==> config.mk <==
export PLATFORM = sky130hd
export DESIGN_NAME = seg_to_hex_scan_flat
export DESIGN_NICKNAME = d
export VERILOG_FILES = /design/src/rtl/seg_to_hex_scan_if.sv /design/src/rtl/seg_to_hex_scan.sv /design/src/flat_wrapper.sv
export SDC_FILE = /design/constraint.sdc
export NUM_CORES = 1
export LEC_CHECK = 0
export BUFFER_PORTS_ARGS = -buffer_cell sky130_fd_sc_hd__buf_2
export CAP_MARGIN = 20
export CORE_AREA = 2 2 57 85
export CTS_BUF_LIST = sky130_fd_sc_hd__clkbuf_16
export CTS_CLUSTER_DIAMETER = 200
export CTS_CLUSTER_SIZE = 28
export DETAILED_ROUTE_END_ITERATION = 8
export DIE_AREA = 0 0 59 87
export PLACE_DENSITY = 0.81
export SLEW_MARGIN = 30
export SYNTH_ARGS = -nofsm -noshare
export SYNTH_HDL_FRONTEND = slang
export SYNTH_SLANG_ARGS = --single-unit
==> constraint.sdc <==
create_clock -name clk -period 5 [get_ports clk]
set_input_delay 1 -clock clk [delete_from_list [all_inputs] [get_ports clk]]
set_output_delay 1 -clock clk [all_outputs]
set_load 0.03 [all_outputs]
==> src/rtl/seg_to_hex_scan_if.sv <==
// Decoded-digit event port: valid/ready handshake carrying a digit index and nibble.
interface seg_to_hex_scan_if;
    logic       ev_valid;
    logic       ev_ready;
    logic [2:0] ev_idx;
    logic [3:0] ev_nibble;

    modport master (
        output ev_valid,
        output ev_idx,
        output ev_nibble,
        input  ev_ready
    );

    modport slave (
        input  ev_valid,
        input  ev_idx,
        input  ev_nibble,
        output ev_ready
    );
endinterface

==> src/rtl/seg_to_hex_scan.sv <==
// Scanned segment-bus monitor: debounces {segments, digit_sel}, decodes stable pairs back to
// hex nibbles, keeps a per-digit store and reports each accepted digit as an event.
module seg_to_hex_scan #(
    parameter int unsigned DIGITS        = 4,
    parameter int unsigned STABLE_CYCLES = 3
) (
    input  logic                  clk,
    input  logic                  rst_n,
    input  logic [7:0]            segments,
    input  logic [DIGITS-1:0]     digit_sel,
    output logic [4*DIGITS-1:0]   digits,
    output logic [DIGITS-1:0]     digit_valid,
    seg_to_hex_scan_if.master     ev,
    output logic                  overrun,
    output logic                  bad_code,
    output logic                  bad_sel
);

    localparam int unsigned SW = 8 + DIGITS;

    typedef enum logic [1:0] {StWait, StCount, StLocked} state_e;

    state_e               state_q, state_d;
    logic [SW-1:0]        sample_q;
    logic [7:0]           cnt_q, cnt_d;
    logic [4*DIGITS-1:0]  digits_q, digits_d;
    logic [DIGITS-1:0]    valid_q, valid_d;
    logic                 ev_valid_q, ev_valid_d;
    logic [2:0]           ev_idx_q, ev_idx_d;
    logic [3:0]           ev_nibble_q, ev_nibble_d;
    logic                 overrun_q, overrun_d;
    logic                 bad_code_q, bad_code_d;
    logic                 bad_sel_q, bad_sel_d;

    logic [7:0]           smp_seg;
    logic [DIGITS-1:0]    smp_sel;
    logic                 changed;
    logic                 accept;
    logic                 code_ok;
    logic [3:0]           nibble;
    logic                 sel_zero;
    logic                 sel_multi;
    logic [2:0]           sel_idx;
    logic                 good;
    logic                 hs;

    assign smp_seg   = sample_q[SW-1:DIGITS];
    assign smp_sel   = sample_q[DIGITS-1:0];
    assign changed   = ({segments, digit_sel} != sample_q);
    // The registered pair has been seen STABLE_CYCLES times by the time cnt_q shows it.
    assign accept    = (state_q == StCount) && (cnt_q == 8'(STABLE_CYCLES));
    assign sel_zero  = (smp_sel == '0);
    assign sel_multi = |(smp_sel & (smp_sel - DIGITS'(1)));
    assign good      = accept && !sel_zero && !sel_multi && code_ok;
    assign hs        = ev_valid_q && ev.ev_ready;

    // Exact-match decode of the sampled pattern and index of the selected digit.
    always_comb begin
        code_ok = 1'b1;
        nibble  = 4'h0;
        sel_idx = 3'd0;
        case (smp_seg)
            8'h80: nibble = 4'h0;
            8'h40: nibble = 4'h1;
            8'h20: nibble = 4'h2;
            8'h10: nibble = 4'h3;
            8'h08: nibble = 4'h4;
            8'h04: nibble = 4'h5;
            8'h02: nibble = 4'h6;
            8'h01: nibble = 4'h7;
            8'hC0: nibble = 4'h8;
            8'h60: nibble = 4'h9;
            8'h30: nibble = 4'hA;
            8'h18: nibble = 4'hB;
            8'h0C: nibble = 4'hC;
            8'h06: nibble = 4'hD;
            8'h03: nibble = 4'hE;
            8'hFF: nibble = 4'hF;
            default: code_ok = 1'b0;
        endcase
        for (int unsigned i = 0; i < DIGITS; i++) begin
            if (smp_sel[i]) sel_idx = 3'(i);
        end
    end

    // Stability counter and WAIT/COUNT/LOCKED sequencing.
    always_comb begin
        cnt_d   = cnt_q;
        state_d = state_q;
        if (changed) begin
            cnt_d = 8'd1;
        end else if (cnt_q != 8'(STABLE_CYCLES)) begin
            cnt_d = cnt_q + 8'd1;
        end
        unique case (state_q)
            StWait:   if (changed) state_d = StCount;
            StCount:  if (changed) state_d = StCount;
                      else if (accept) state_d = StLocked;
            StLocked: if (changed) state_d = StCount;
            default:  state_d = StWait;
        endcase
    end

    // Accept action: store update, event load/replace, error pulses.
    always_comb begin
        digits_d    = digits_q;
        valid_d     = valid_q;
        ev_valid_d  = ev_valid_q;
        ev_idx_d    = ev_idx_q;
        ev_nibble_d = ev_nibble_q;
        overrun_d   = overrun_q;
        bad_sel_d   = accept && !sel_zero && sel_multi;
        bad_code_d  = accept && !sel_zero && !sel_multi && !code_ok;
        if (good) begin
            for (int unsigned i = 0; i < DIGITS; i++) begin
                if (smp_sel[i]) begin
                    digits_d[4*i +: 4] = nibble;
                    valid_d[i]         = 1'b1;
                end
            end
            ev_valid_d  = 1'b1;
            ev_idx_d    = sel_idx;
            ev_nibble_d = nibble;
            // Replacing an event that is being consumed this edge is not an overrun.
            if (ev_valid_q && !ev.ev_ready) overrun_d = 1'b1;
        end else if (hs) begin
            ev_valid_d = 1'b0;
        end
    end

    // State registers.
    always_ff @(posedge clk or negedge rst_n) begin
        if (!rst_n) begin
            state_q     <= StWait;
            sample_q    <= '0;
            cnt_q       <= '0;
            digits_q    <= '0;
            valid_q     <= '0;
            ev_valid_q  <= 1'b0;
            ev_idx_q    <= '0;
            ev_nibble_q <= '0;
            overrun_q   <= 1'b0;
            bad_code_q  <= 1'b0;
            bad_sel_q   <= 1'b0;
        end else begin
            state_q     <= state_d;
            sample_q    <= {segments, digit_sel};
            cnt_q       <= cnt_d;
            digits_q    <= digits_d;
            valid_q     <= valid_d;
            ev_valid_q  <= ev_valid_d;
            ev_idx_q    <= ev_idx_d;
            ev_nibble_q <= ev_nibble_d;
            overrun_q   <= overrun_d;
            bad_code_q  <= bad_code_d;
            bad_sel_q   <= bad_sel_d;
        end
    end

    assign digits       = digits_q;
    assign digit_valid  = valid_q;
    assign ev.ev_valid  = ev_valid_q;
    assign ev.ev_idx    = ev_idx_q;
    assign ev.ev_nibble = ev_nibble_q;
    assign overrun      = overrun_q;
    assign bad_code     = bad_code_q;
    assign bad_sel      = bad_sel_q;

endmodule

==> src/flat_wrapper.sv <==
// flat-port wrapper written by rule: the top's interface ports become plain ports
module seg_to_hex_scan_flat 
#(
    parameter int unsigned DIGITS        = 4,
    parameter int unsigned STABLE_CYCLES = 3
)
  (clk, rst_n, segments, digit_sel, digits, digit_valid, overrun, bad_code, bad_sel, ev_ev_valid, ev_ev_idx, ev_ev_nibble, ev_ev_ready);
  seg_to_hex_scan_if ev_i ();
  input  logic clk;
  input  logic rst_n;
  input  logic [7:0] segments;
  input  logic [DIGITS-1:0] digit_sel;
  output logic [4*DIGITS-1:0] digits;
  output logic [DIGITS-1:0] digit_valid;
  output logic overrun;
  output logic bad_code;
  output logic bad_sel;
  output wire logic [$bits(ev_i.ev_valid)-1:0] ev_ev_valid;
  output wire logic [$bits(ev_i.ev_idx)-1:0] ev_ev_idx;
  output wire logic [$bits(ev_i.ev_nibble)-1:0] ev_ev_nibble;
  input wire logic [$bits(ev_i.ev_ready)-1:0] ev_ev_ready;
  assign ev_ev_valid = ev_i.ev_valid;
  assign ev_ev_idx = ev_i.ev_idx;
  assign ev_ev_nibble = ev_i.ev_nibble;
  assign ev_i.ev_ready = ev_ev_ready;
  seg_to_hex_scan #(.DIGITS(DIGITS), .STABLE_CYCLES(STABLE_CYCLES)) u_core (.clk(clk), .rst_n(rst_n), .segments(segments), .digit_sel(digit_sel), .digits(digits), .digit_valid(digit_valid), .ev(ev_i), .overrun(overrun), .bad_code(bad_code), .bad_sel(bad_sel));
endmodule
# Yosys cells after proc, flatten, opt, wreduce, memory -nomap -nowiden
# Index checks and enable logic that the tools add are counted.
# totals
register_bits	53
input_bits	15
# op_classes
eq_ne	23
mux	13
reduce_logical	25
n_bitwise	1
n_addsub	2
# op_table
op	count
case mux 4 bit (15 select lines)	1
equality test 8 x 2 -> 1 bit (second input constant)	3
equality test 8 bit (second input constant)	3
equality test 8 x 3 -> 1 bit (second input constant)	2
equality test 8 x 4 -> 1 bit (second input constant)	2
equality test 8 x 5 -> 1 bit (second input constant)	2
equality test 8 x 6 -> 1 bit (second input constant)	2
equality test 8 x 7 -> 1 bit (second input constant)	2
two-way mux 8 bit	2
OR reduction 16 bit	1
!= test 12 bit	1
AND reduction 2 bit	6
two-way mux 2 bit	5
adder 8 x 1 -> 8 bit (second input constant)	1
equality test 8 x 1 -> 1 bit (second input constant)	1
logical AND 1 bit	8
!= test 8 x 2 -> 1 bit (second input constant)	1
bitwise AND 4 bit	1
logical NOT 1 bit	4
logical NOT 4 bit	1
two-way mux 1 bit	4
case mux 2 bit (2 select lines)	1
nonzero test 2 bit	2
OR reduction 4 bit	1
other kinds (7)	7

# Depth between registers and ports, before layout
# Gate-level depths: netlist of run 1.
# depth
ltp_word	7
ltp_mapped	7

# Worst setup path after synthesis of run 1
# No wires, ideal clock.
# synth_path
path_type	reg-to-reg
from	register u_core.cnt_q[0]
to	register u_core.ev_nibble_q[0] (netlist: u_core.ev.ev_nibble[0])
t_required_ns	4.875
setup_slack_ns	2.946
arrival_time_ns	1.929
setup_time_ns	0.125
stages_incl_launch_ff	8
period_less_slack_ns	2.054
path_cell_list	dfrtp_1 -> ha_1 -> nor4b_2 -> and4b_1 -> clkbuf_1 -> o21ai_2 -> a21oi_4 -> mux2_4
# synth_between
elab_chain_cells	5
# synth_rtl
item	line_no	text
start, declared	seg_to_hex_scan.sv:25	logic [7:0] cnt_q, cnt_d;
start signal, assigned	seg_to_hex_scan.sv:148	cnt_q <= cnt_d;
equality test 8 x 2 -> 1 bit	seg_to_hex_scan.sv:51	assign accept = (state_q == StCount) && (cnt_q == 8'(STABLE_CYCLES));
logical AND 1 bit	seg_to_hex_scan.sv:51	
logical AND 1 bit (3 in a row)	seg_to_hex_scan.sv:54	assign good = accept && !sel_zero && !sel_multi && code_ok;
end signal, assigned	seg_to_hex_scan.sv:153	ev_nibble_q <= ev_nibble_d;
end, declared	seg_to_hex_scan.sv:30	logic [3:0] ev_nibble_q, ev_nibble_d;
# No other way between the ends.
# A chain may end at the register's enable or synchronous reset.

# Worst setup path in the final report of run 1
# layout_path
from	register u_core.sample_q[4]
to	register u_core.ev_nibble_q[0] (netlist: u_core.ev.ev_nibble[0])
# layout_between
elab_chain_cells	4
word_cells_on_any_way	20
cone_classes	16 x eq/ne; 2 x mux; 2 x reduce/logical
# layout_rtl
item	line_no	text
start, declared	seg_to_hex_scan.sv:24	logic [SW-1:0] sample_q;
start signal, assigned	seg_to_hex_scan.sv:147	sample_q <= {segments, digit_sel};
equality test 8 bit, or another cell as far along	seg_to_hex_scan.sv:62	case (smp_seg)
OR reduction 16 bit (no source line)	n/a	
two-way mux 1 bit	seg_to_hex_scan.sv:62	
logical AND 1 bit	seg_to_hex_scan.sv:54	
# Parallel ways exist; a longest one is shown, timed or not.

==> results of run 1 <==
[state kept, by name (all words and copies together) (netlist names)]
signal	count
u_core.ev.ev_idx	2
u_core.ev.ev_valid	1
u_core.bad_sel	1
u_core.sample_q	12
u_core.bad_code	1
u_core.overrun	1
u_core.digit_valid	4
u_core.digits	16
u_core.state_q	2
u_core.cnt_q	8
u_core.ev.ev_nibble	4
[cell families after synthesis]
kind of cell    Yosys count  share of synthesized area
other cells               1                    0.00149
buf+inv                  18                     0.0384
mux                       4                     0.0204
xor+xnor                 23                     0.0803
fa+ha+maj                 1                    0.00499
flops                    52                      0.519
simple gates             71                      0.164
compound gates           61                      0.172
[through the flow]
| stage | instance area (um2) | cells | hold slack, ps | total power [mW] |
|---|---|---|---|---|
| final | 2870 | 318 | 462 | 0.834 |
| after global routing | 2870 | 318 | 479 | 0.859 |
| after CTS | 2870 | 318 | 468 | 0.838 |
| after detailed placement | 2720 | 310 | 452 | 0.495 |
| after global placement | 2720 | 310 | 444 | 0.493 |
| after floorplan | 2510 | 231 | 433 | 0.475 |
[cell type report]
| cell class | instances | area (um2) | share of cell area |
|---|---|---|---|
| timing repair buffer | 45 | 228 | 0.0794 |
| clock inverter | 3 | 26.3 | 0.00917 |
| inverter | 4 | 15.0 | 0.00524 |
| sequential | 52 | 1300 | 0.454 |
| multi-input combinational | 161 | 1110 | 0.388 |
| tap | 48 | 60.1 | 0.0210 |
| clock buffer | 5 | 125 | 0.0436 |
[power groups by stage]
stage / clock, mW / sequential [mW] / combinational, mW
final: 0.347 / 0.441 / 0.0461
after floorplan: 0 / 0.437 / 0.0380
after CTS: 0.351 / 0.440 / 0.0470
after global placement: 0 / 0.447 / 0.0458
after global routing: 0.365 / 0.442 / 0.0525
after detailed placement: 0 / 0.448 / 0.0465
[worst min-delay path by stage]
stage,startpoint,to,slack (ps),depth (start not counted)
2_1_floorplan,u_core.state_q[1],u_core.state_q[0],430,1
3_3_place_gp,u_core.state_q[1],u_core.state_q[0],440,1
3_5_place_dp,u_core.digit_valid[2],u_core.digit_valid[2],450,1
4_1_cts,u_core.digit_valid[2],u_core.digit_valid[2],470,1
5_1_grt,u_core.overrun,u_core.overrun,480,1
6_report,u_core.digit_valid[1],u_core.digit_valid[1],460,1
[layer usage]
layer | share of wire | GRT usage | vias up
met4 | 0.019 | 0.0888 | 0
met3 | 0.041 | 0.0416 | 8
met2 | 0.52 | 0.362 | 53
met1 | 0.42 | 0.295 | 913
met5 | 0 | 0 | -
li1 | - | - | 899
[worst max-delay path, delay by kind of cell (launching register included)]
kind	cells	cell delay, ps
compound gates	2	570
simple gates	2	840
mux	1	330
flops	1	540
[cells in the final DEF (no fill, tap or decap), types with 3 or more instances in the layout]
cell / instances
a21oi_1: 7
nor3_1: 3
nand3_1: 7
nand2_1: 11
clkbuf_16: 5
inv_1: 4
nor4b_1: 4
dfrtp_1: 52
xor2_1: 18
nor2_1: 13
o211ai_1: 3
xnor2_1: 5
nor4_1: 6
nand2b_1: 4
a21oi_2: 4
o21ai_0: 24
buf_2: 44
or3b_2: 3
o22a_1: 8
or2_2: 5
and3_1: 3
==> impl_metrics.csv, run 1 <==
group,metric,value,unit
clocking,cts_hold_buf,0,
timing,worstMarginPinSlew,664,ps
drt,vias,1873,
power,switching_share,0.241,
timing,hold_viol,0,
drt,wire_per_inst,16.3,um
critical_path,cp.required,5180,ps
clocking,numCtsBuffers,5,
clocking,cts_setup_buffers,0,
critical_path,critPathMaxStageDelay,640,ps
run,cap_violations,0,
floorplan,die_h,87,um
placement,portBuffers,44,
clocking,clock_path_buffers,2,
floorplan,num_rows,30,
clocking,cts_resized,0,
timing,finClkSkew,7.25,ps
power,power_frac_clock,0.416,
cells_and_area,finish.utilization,0.647,
cells_and_area,nFillCells,384,
yosys,synth_top_cell_by_area,"dfrtp_1",
yosys,ys_seq_elements,52,
run_status,outcome,"finished clean",
power,vdd_drop_max,247,uV
worst_hold_path,worstHoldPathType,"flop to flop",
power,intPower,0.633,mW
timing,fin_ws,2610,ps
floorplan,num_io_pins,46,
yosys,synth-seq-area-share,0.519,
grt,grt_overflow_total,0,
yosys,yosysMostFrequentCell,"dfrtp_1",
critical_path,path_cells,"or4_1, a21oi_1, nor2_2, a21oi_4, mux2_4",
clocking,cts_tree,"yes",
critical_path,rr_worst_depth,5,
cells_and_area,syn_to_final_growth,14.3,%
power,pwr-share-seq,0.528,
power,p_comb_frac,0.055,
timing,slew-limit-headroom,0.557,
critical_path,cp-start-kind,"flop",
timing,fin_tns_setup,0,ps
cells_and_area,drive_above_1_share,0.289,
clocking,insertion_delay,290,ps
clocking,clock_sinks,52,
timing,report.final.slew_viol_count,0,
timing,setup_viol,0,
placement,finalWeightedCongestion,0.834,
yosys,avgSynthCellArea,10.9,um2
clocking,htreeDepth,2,
floorplan,die_w,59,um
critical_path,critical_path_peak_fanout,13,
drt,viasPerCell,5.89,
critical_path,r2r_start,"u_core.sample_q[4]",
drt,routed_wl,5190,um
critical_path,crit_arrival,2560,ps
clocking,cts-root-buf,"clkbuf_16",
clocking,clkTransAtPathRegs,70,ps
power,power_density,291,nW/um2
critical_path,critPathKind,"flop to flop",
floorplan,initial_utilization,0.566,
timing,post-route-period-util,0.477,
grt,antenna_found_initial,0,
grt,grt.total_usage,0.224,
drt,drc,0,
placement,hpwl,3680,um
grt,grt_pass1_vias,1887,
critical_path,r2r_end,"u_core.ev.ev_nibble[0]",
floorplan,die_area,5130,um2
timing,fin_crit,2390,ps
cells_and_area,diodes,0,
yosys,synth_cell_types,52,
yosys,syn_nets,247,
yosys,async_reset_ff_frac,1.00,
yosys,synth_top_area_frac,0.519,
yosys,syn_area,2510,um2
yosys,synth_cells,231,
grt,grt_pass1_wl,8810,um
timing,fmax,419,MHz
critical_path,r2r_slack,2610,ps
critical_path,crit_start,"u_core.sample_q[4]",
yosys,synth_top_cells_by_area,"dfrtp_1, xor2_1, o21ai_0",
yosys,synth_edf_count,0,
drt,drtIter0Drc,55,
critical_path,crit_slowest_cell,"or4_1",
power,p_leak,1.36,nW
critical_path,end_kind,"flop",
cells_and_area,nNetsFinal,285,
placement,place_ws,2560,ps
yosys,yosysWarnings,0,
power,p_sw,0.201,mW
yosys,ys.flop_type,"dfrtp_1",
yosys,ys_top_cells_by_count,"dfrtp_1, o21ai_0, xor2_1, nor2_1, nand2_1",
floorplan,coreArea,4430,um2
grt,grt_max_degree,53,
critical_path,endpoint,"u_core.ev.ev_nibble[0]",
timing,rsz0062_at_grt,"false",
drt,dr.pass1.iters,4,
drt,ant_nets,0,
Power figures use the tool's default switching activity.
==> run 2: changes to the inputs <==
--- a/config.mk
+++ b/config.mk
@@ -7,13 +7,13 @@
 export LEC_CHECK = 0
 export BUFFER_PORTS_ARGS = -buffer_cell sky130_fd_sc_hd__buf_2
 export CAP_MARGIN = 20
-export CORE_AREA = 2 2 57 85
+export CORE_AREA = 2 2 61 92
 export CTS_BUF_LIST = sky130_fd_sc_hd__clkbuf_16
 export CTS_CLUSTER_DIAMETER = 200
 export CTS_CLUSTER_SIZE = 28
 export DETAILED_ROUTE_END_ITERATION = 8
-export DIE_AREA = 0 0 59 87
-export PLACE_DENSITY = 0.81
+export DIE_AREA = 0 0 63 94
+export PLACE_DENSITY = 0.74
 export SLEW_MARGIN = 30
 export SYNTH_ARGS = -nofsm -noshare
 export SYNTH_HDL_FRONTEND = slang
==> constraint.sdc (replaced) <==
create_clock -name clk -period 2.13 [get_ports clk]
set_input_delay 0.426 -clock clk [delete_from_list [all_inputs] [get_ports clk]]
set_output_delay 0.426 -clock clk [all_outputs]
set_load 0.03 [all_outputs]
==> run 2 against run 1 <==
Against the previous run:
- cell area is 7.3% higher
- cell count is 13% higher
- critical endpoint is now u_core.overrun
- routed wire length is 9.6% higher
- combinational power grew to 3.0 times the previous value
- critical path type unchanged
- largest power group unchanged
- largest cell class unchanged
- first-iteration DRC count is 1.8% higher
- core utilization is 4.2 points lower
==> impl_metrics.csv, run 2 (synthesized netlist as in run 1, its figures left out) <==
group,metric,value,unit
clocking,clock_sinks,52,
timing,fin_tns_setup,0,ps
cells_and_area,drive_above_1_share,0.360,
timing,hold_viol,0,
power,pwr-share-seq,0.531,
critical_path,r2r_slack,100,ps
grt,grt_max_degree,53,
clocking,insertion_delay,290,ps
cells_and_area,largest_reg_flops,16,
cells_and_area,layout_commonest_cell,"dfrtp_1",
timing,fin_ws,98.0,ps
floorplan,die_w,63,um
drt,viasPerCell,5.46,
run,cap_violations,0,
placement,place_ws,52.1,ps
drt,ant_nets,0,
drt,vias,1964,
power,total_power,1.93,mW
timing,rsz0062_at_grt,"false",
drt,drc,0,
critical_path,critPathKind,"flop to flop",
drt,routed_wl,5690,um
floorplan,die_h,94,um
clocking,clkTransAtPathRegs,70,ps
timing,setup_viol,0,
placement,portBuffers,44,
floorplan,coreArea,5080,um2
power,p_comb_frac,0.072,
placement,dp.cells,349,
critical_path,end_kind,"flop",
placement,placed_cell_area,2880,um2
critical_path,cp-start-kind,"flop",
drt,wire_per_inst,15.8,um
worst_hold_path,worstHoldPathType,"primary input to async pin",
clocking,htreeDepth,2,
grt,antenna_found_initial,0,
floorplan,initial_utilization,0.493,
cells_and_area,syn_to_final_growth,22.6,%
cells_and_area,fin_cells,360,
drt,dr.pass1.iters,4,
grt,grt_pass1_vias,1925,
power,p_leak,1.46,nW
cells_and_area,fin_area,3080,um2
power,power_density,628,nW/um2
clocking,clock_path_buffers,2,
power,p_sw,0.446,mW
power,intPower,1.49,mW
grt,grt.total_usage,0.203,
cells_and_area,diodes,0,
cells_and_area,nNetsFinal,308,
cells_and_area,layout_common_cells,"dfrtp_1, buf_2, buf_4",
critical_path,crit_arrival,2210,ps
clocking,cts_tree,"yes",
timing,finClkSkew,3.83,ps
clocking,cts_hold_buf,0,
grt,grt_overflow_total,0,
critical_path,rr_worst_depth,7,
critical_path,critical_path_peak_fanout,12,
timing,post-route-period-util,0.954,
clocking,numCtsBuffers,5,
floorplan,die_area,5920,um2
clocking,cts-root-buf,"clkbuf_16",
timing,fmax,492,MHz
placement,finalWeightedCongestion,0.865,
drt,drtIter0Drc,56,
timing,fin_crit,2030,ps
floorplan,num_io_pins,46,
timing,report.final.slew_viol_count,0,
power,switching_share,0.231,
run_status,outcome,"finished clean",
power,power_frac_clock,0.398,
timing,worstMarginPinSlew,631,ps
timing,slew-limit-headroom,0.577,
power,vdd_drop_max,433,uV
cells_and_area,nFillCells,450,
placement,hpwl,4180,um
critical_path,cp.required,2310,ps
grt,grt_pass1_wl,9270,um
floorplan,num_rows,32,
==> run 2: changes by cell type in the layout (fill, tap and decap cells not counted), sizes merged <==
cell | before | now
buf | 45 | 68
inv | 5 | 4
==> run 2: per-layer routing <==
metal  GRT usage  wire (um)  vias to the layer above  part of all wire
li1            -          -                      945                 -
met1       0.238       2320                      952              0.41
met2       0.351       2960                       56              0.52
met3      0.0504        257                       11             0.045
met4      0.0833        148                        0             0.026
met5           0          0                        -                 0
==> run 2: path summary, 6_finish.rpt <==
path | from | to
hold / removal | rst_n | u_core.ev.ev_valid
setup / recovery | u_core.sample_q[8] | u_core.overrun
hold reg to reg | u_core.digit_valid[0] | u_core.digit_valid[0]
max in group asynchronous | rst_n | u_core.sample_q[8]
setup reg to reg | u_core.sample_q[8] | u_core.overrun
min in group clk | segments[0] | u_core.sample_q[4]
==> run 2: worst max-delay path, stage by stage, from the launching register on <==
cell	delay, ps
dfrtp_2	490
xor2_1	200
o311ai_0	390
and3_1	250
buf_4	130
a21oi_4	60
buf_4	160
a31o_2	230
==> run 2: cell type report <==
class | instances | area (um2) | share of cell area
repair buffers | 68 | 400 | 0.130
clock inverters | 2 | 12.5 | 0.00407
inverters | 4 | 15.0 | 0.00488
multi-input cells | 161 | 1130 | 0.369
flip-flops and latches | 52 | 1300 | 0.424
well taps | 68 | 85.1 | 0.0277
clock buffers | 5 | 125 | 0.0407
==> run 2: power by group through the flow <==
| stage | clock network [mW] | logic (mW) | registers [mW] |
|---|---|---|---|
| global placement | 0 | 0.136 | 1.04 |
| CTS | 0.783 | 0.139 | 1.02 |
| global route | 0.819 | 0.155 | 1.03 |
| finish | 0.768 | 0.139 | 1.02 |
| floorplan | 0 | 0.0893 | 1.03 |
| detailed placement | 0 | 0.138 | 1.04 |
==> run 2: repair_timing <==
item | CTS | global route
setup buffers | 0 | 4
gates resized for setup | 0 | 9
setup endpoints to repair | 0 | 23
==> run 2: stage by stage <==
stage          hold slack, ps  utilization
6_report                  244        0.605
5_1_grt                   265        0.605
4_1_cts                   267        0.594
3_5_place_dp              448        0.567
3_3_place_gp              449        0.567
2_1_floorplan             130            -
==> run 3: changes to the inputs <==
--- a/config.mk
+++ b/config.mk
@@ -7,12 +7,12 @@
 export LEC_CHECK = 0
 export BUFFER_PORTS_ARGS = -buffer_cell sky130_fd_sc_hd__buf_2
 export CAP_MARGIN = 20
-export CORE_AREA = 2 2 61 92
+export CORE_AREA = 2 2 85 67
 export CTS_BUF_LIST = sky130_fd_sc_hd__clkbuf_16
 export CTS_CLUSTER_DIAMETER = 200
 export CTS_CLUSTER_SIZE = 28
 export DETAILED_ROUTE_END_ITERATION = 8
-export DIE_AREA = 0 0 63 94
+export DIE_AREA = 0 0 87 69
 export PLACE_DENSITY = 0.74
 export SLEW_MARGIN = 30
 export SYNTH_ARGS = -nofsm -noshare
==> run 3 against run 2 <==
Against the previous run:
- sequential cell count unchanged
- register-to-register slack about the same
- routed wire length down 8.3%
- non-clock buffer count down 6
- die area up 1.4%
- critical endpoint is now u_core.ev.ev_nibble[2]
- cell count down 3.1%
- power up 2.2%
- worst hold slack worse by 130 ps
==> impl_metrics.csv, run 3 (synthesized netlist as in run 1, its figures left out) <==
group,metric,value,unit
cells_and_area,nFillCells,447,
timing,hold_viol,0,
drt,wire_per_inst,14.9,um
placement,hpwl,3810,um
clocking,htreeDepth,2,
power,power_frac_clock,0.411,
drt,ant_nets,0,
drt,drtIter0Drc,76,
grt,grt_max_degree,53,
critical_path,critical_path_peak_fanout,10,
clocking,clkTransAtPathRegs,70,ps
power,p_leak,1.45,nW
power,vdd_drop_max,351,uV
power,p_sw,0.470,mW
floorplan,num_rows,23,
timing,post-route-period-util,0.958,
timing,report.final.slew_viol_count,0,
cells_and_area,drive_above_1_share,0.355,
drt,dr.pass1.iters,4,
grt,grt_overflow_total,0,
drt,drc,0,
placement,portBuffers,44,
drt,routed_wl,5220,um
cells_and_area,fin_area,3050,um2
drt,vias,1892,
timing,setup_viol,0,
grt,antenna_found_initial,0,
cells_and_area,layout_commonest_cell,"dfrtp_1",
floorplan,num_io_pins,46,
grt,grt_pass1_wl,8690,um
timing,whs,113,ps
timing,finClkSkew,4.65,ps
timing,fmax,490,MHz
cells_and_area,largest_reg_flops,16,
clocking,numCtsBuffers,5,
critical_path,end_kind,"flop",
critical_path,rr_worst_depth,5,
power,p_comb_frac,0.071,
floorplan,initial_utilization,0.487,
cells_and_area,diodes,0,
grt,grt.total_usage,0.182,
timing,fin_crit,2040,ps
critical_path,cp.required,2310,ps
critical_path,r2r_start,"u_core.sample_q[10]",
floorplan,die_area,6000,um2
power,pwr-share-seq,0.518,
critical_path,cp-start-kind,"flop",
critical_path,crit_arrival,2220,ps
cells_and_area,nNetsFinal,302,
placement,finalWeightedCongestion,0.862,
clocking,insertion_delay,290,ps
grt,grt_pass1_vias,1786,
worst_hold_path,worstHoldPathType,"primary input to async pin",
clocking,clock_sinks,52,
placement,placed_cell_area,2880,um2
floorplan,coreArea,5150,um2
cells_and_area,syn_to_final_growth,21.6,%
floorplan,die_w,87,um
critical_path,critPathKind,"flop to flop",
timing,slew-limit-headroom,0.627,
power,intPower,1.50,mW
timing,worstMarginPinSlew,558,ps
drt,viasPerCell,5.42,
cells_and_area,layout_common_cells,"dfrtp_1, buf_2, o21ai_0",
critical_path,r2r_slack,90,ps
critical_path,r2r_end,"u_core.ev.ev_nibble[2]",
power,switching_share,0.238,
power,power_density,647,nW/um2
run,cap_violations,0,
floorplan,die_h,69,um
clocking,clock_path_buffers,2,
clocking,cts-root-buf,"clkbuf_16",
run_status,outcome,"finished clean",
clocking,cts_tree,"yes",
[run 3: changes by cell type in the layout (fill, tap and decap cells not counted), moves of 2 or more]
cell and delta:
dfrtp_2 +2, o21ai_1 -2, buf_12 +2, buf_4 -8, dfrtp_1 -2, o21ai_0 +2
[run 3: critical path, stage by stage (launching register included)]
cell and delay, ps:
dfrtp_2 480, or4_4 560, a211oi_4 240, nor2_2 100, a21oi_4 230, mux2_4 320
[run 3: worst max-delay path by stage]
stage | slack [ps] | end | depth (start not counted) | startpoint
global placement | -40 | u_core.ev.ev_nibble[2] | 5 | u_core.sample_q[10]
detailed placement | 30 | u_core.ev.ev_nibble[0] | 5 | u_core.sample_q[8]
global route | -10 | u_core.ev.ev_nibble[0] | 5 | u_core.sample_q[10]
CTS | 20 | u_core.ev.ev_nibble[0] | 5 | u_core.sample_q[8]
floorplan | 80 | u_core.ev.ev_nibble[0] | 7 | u_core.cnt_q[0]
finish | 90 | u_core.ev.ev_nibble[2] | 5 | u_core.sample_q[10]
[run 3: timing repair]
item	CTS	global route
setup buffers	0	1
hold buffers	0	0
resized for setup	0	8
setup endpoints to repair	0	20
[run 3: power by group through the flow]
stage | clock network [mW] | registers [mW] | logic (mW)
final | 0.811 | 1.02 | 0.139
after global routing | 0.878 | 1.03 | 0.157
after detailed placement | 0 | 1.04 | 0.140
after global placement | 0 | 1.04 | 0.138
after CTS | 0.836 | 1.02 | 0.141
after floorplan | 0 | 1.03 | 0.0893
[run 3: layer usage]
layer,GRT usage,routed length (um)
met4,0.0365,37
met3,0.0515,294
met5,0,0
met2,0.259,2220
met1,0.278,2660
[run 3: stage by stage]
| step | total power, mW | utilization | cells | setup slack (ps) | setup TNS (ps) |
|---|---|---|---|---|---|
| floorplan | 1.11 | - | 231 | 75.9 | 0 |
| global placement | 1.18 | 0.559 | 340 | -42.8 | -85.5 |
| detailed placement | 1.18 | 0.559 | 340 | 25.7 | 0 |
| CTS | 2.00 | 0.588 | 348 | 16.8 | 0 |
| global route | 2.06 | 0.592 | 349 | -11.0 | -19.0 |
| finish | 1.97 | 0.592 | 349 | 88.9 | 0 |
[run 3: area by class of cell]
cell class                 instances  area [um2]  area share
sequential                        52        1310       0.428
timing repair buffer              62         380       0.125
clock buffer                       5         125      0.0410
inverter                           4        15.0     0.00492
multi-input combinational        161        1120       0.367
clock inverter                     3        27.5     0.00902
tap                               62        77.6      0.0254
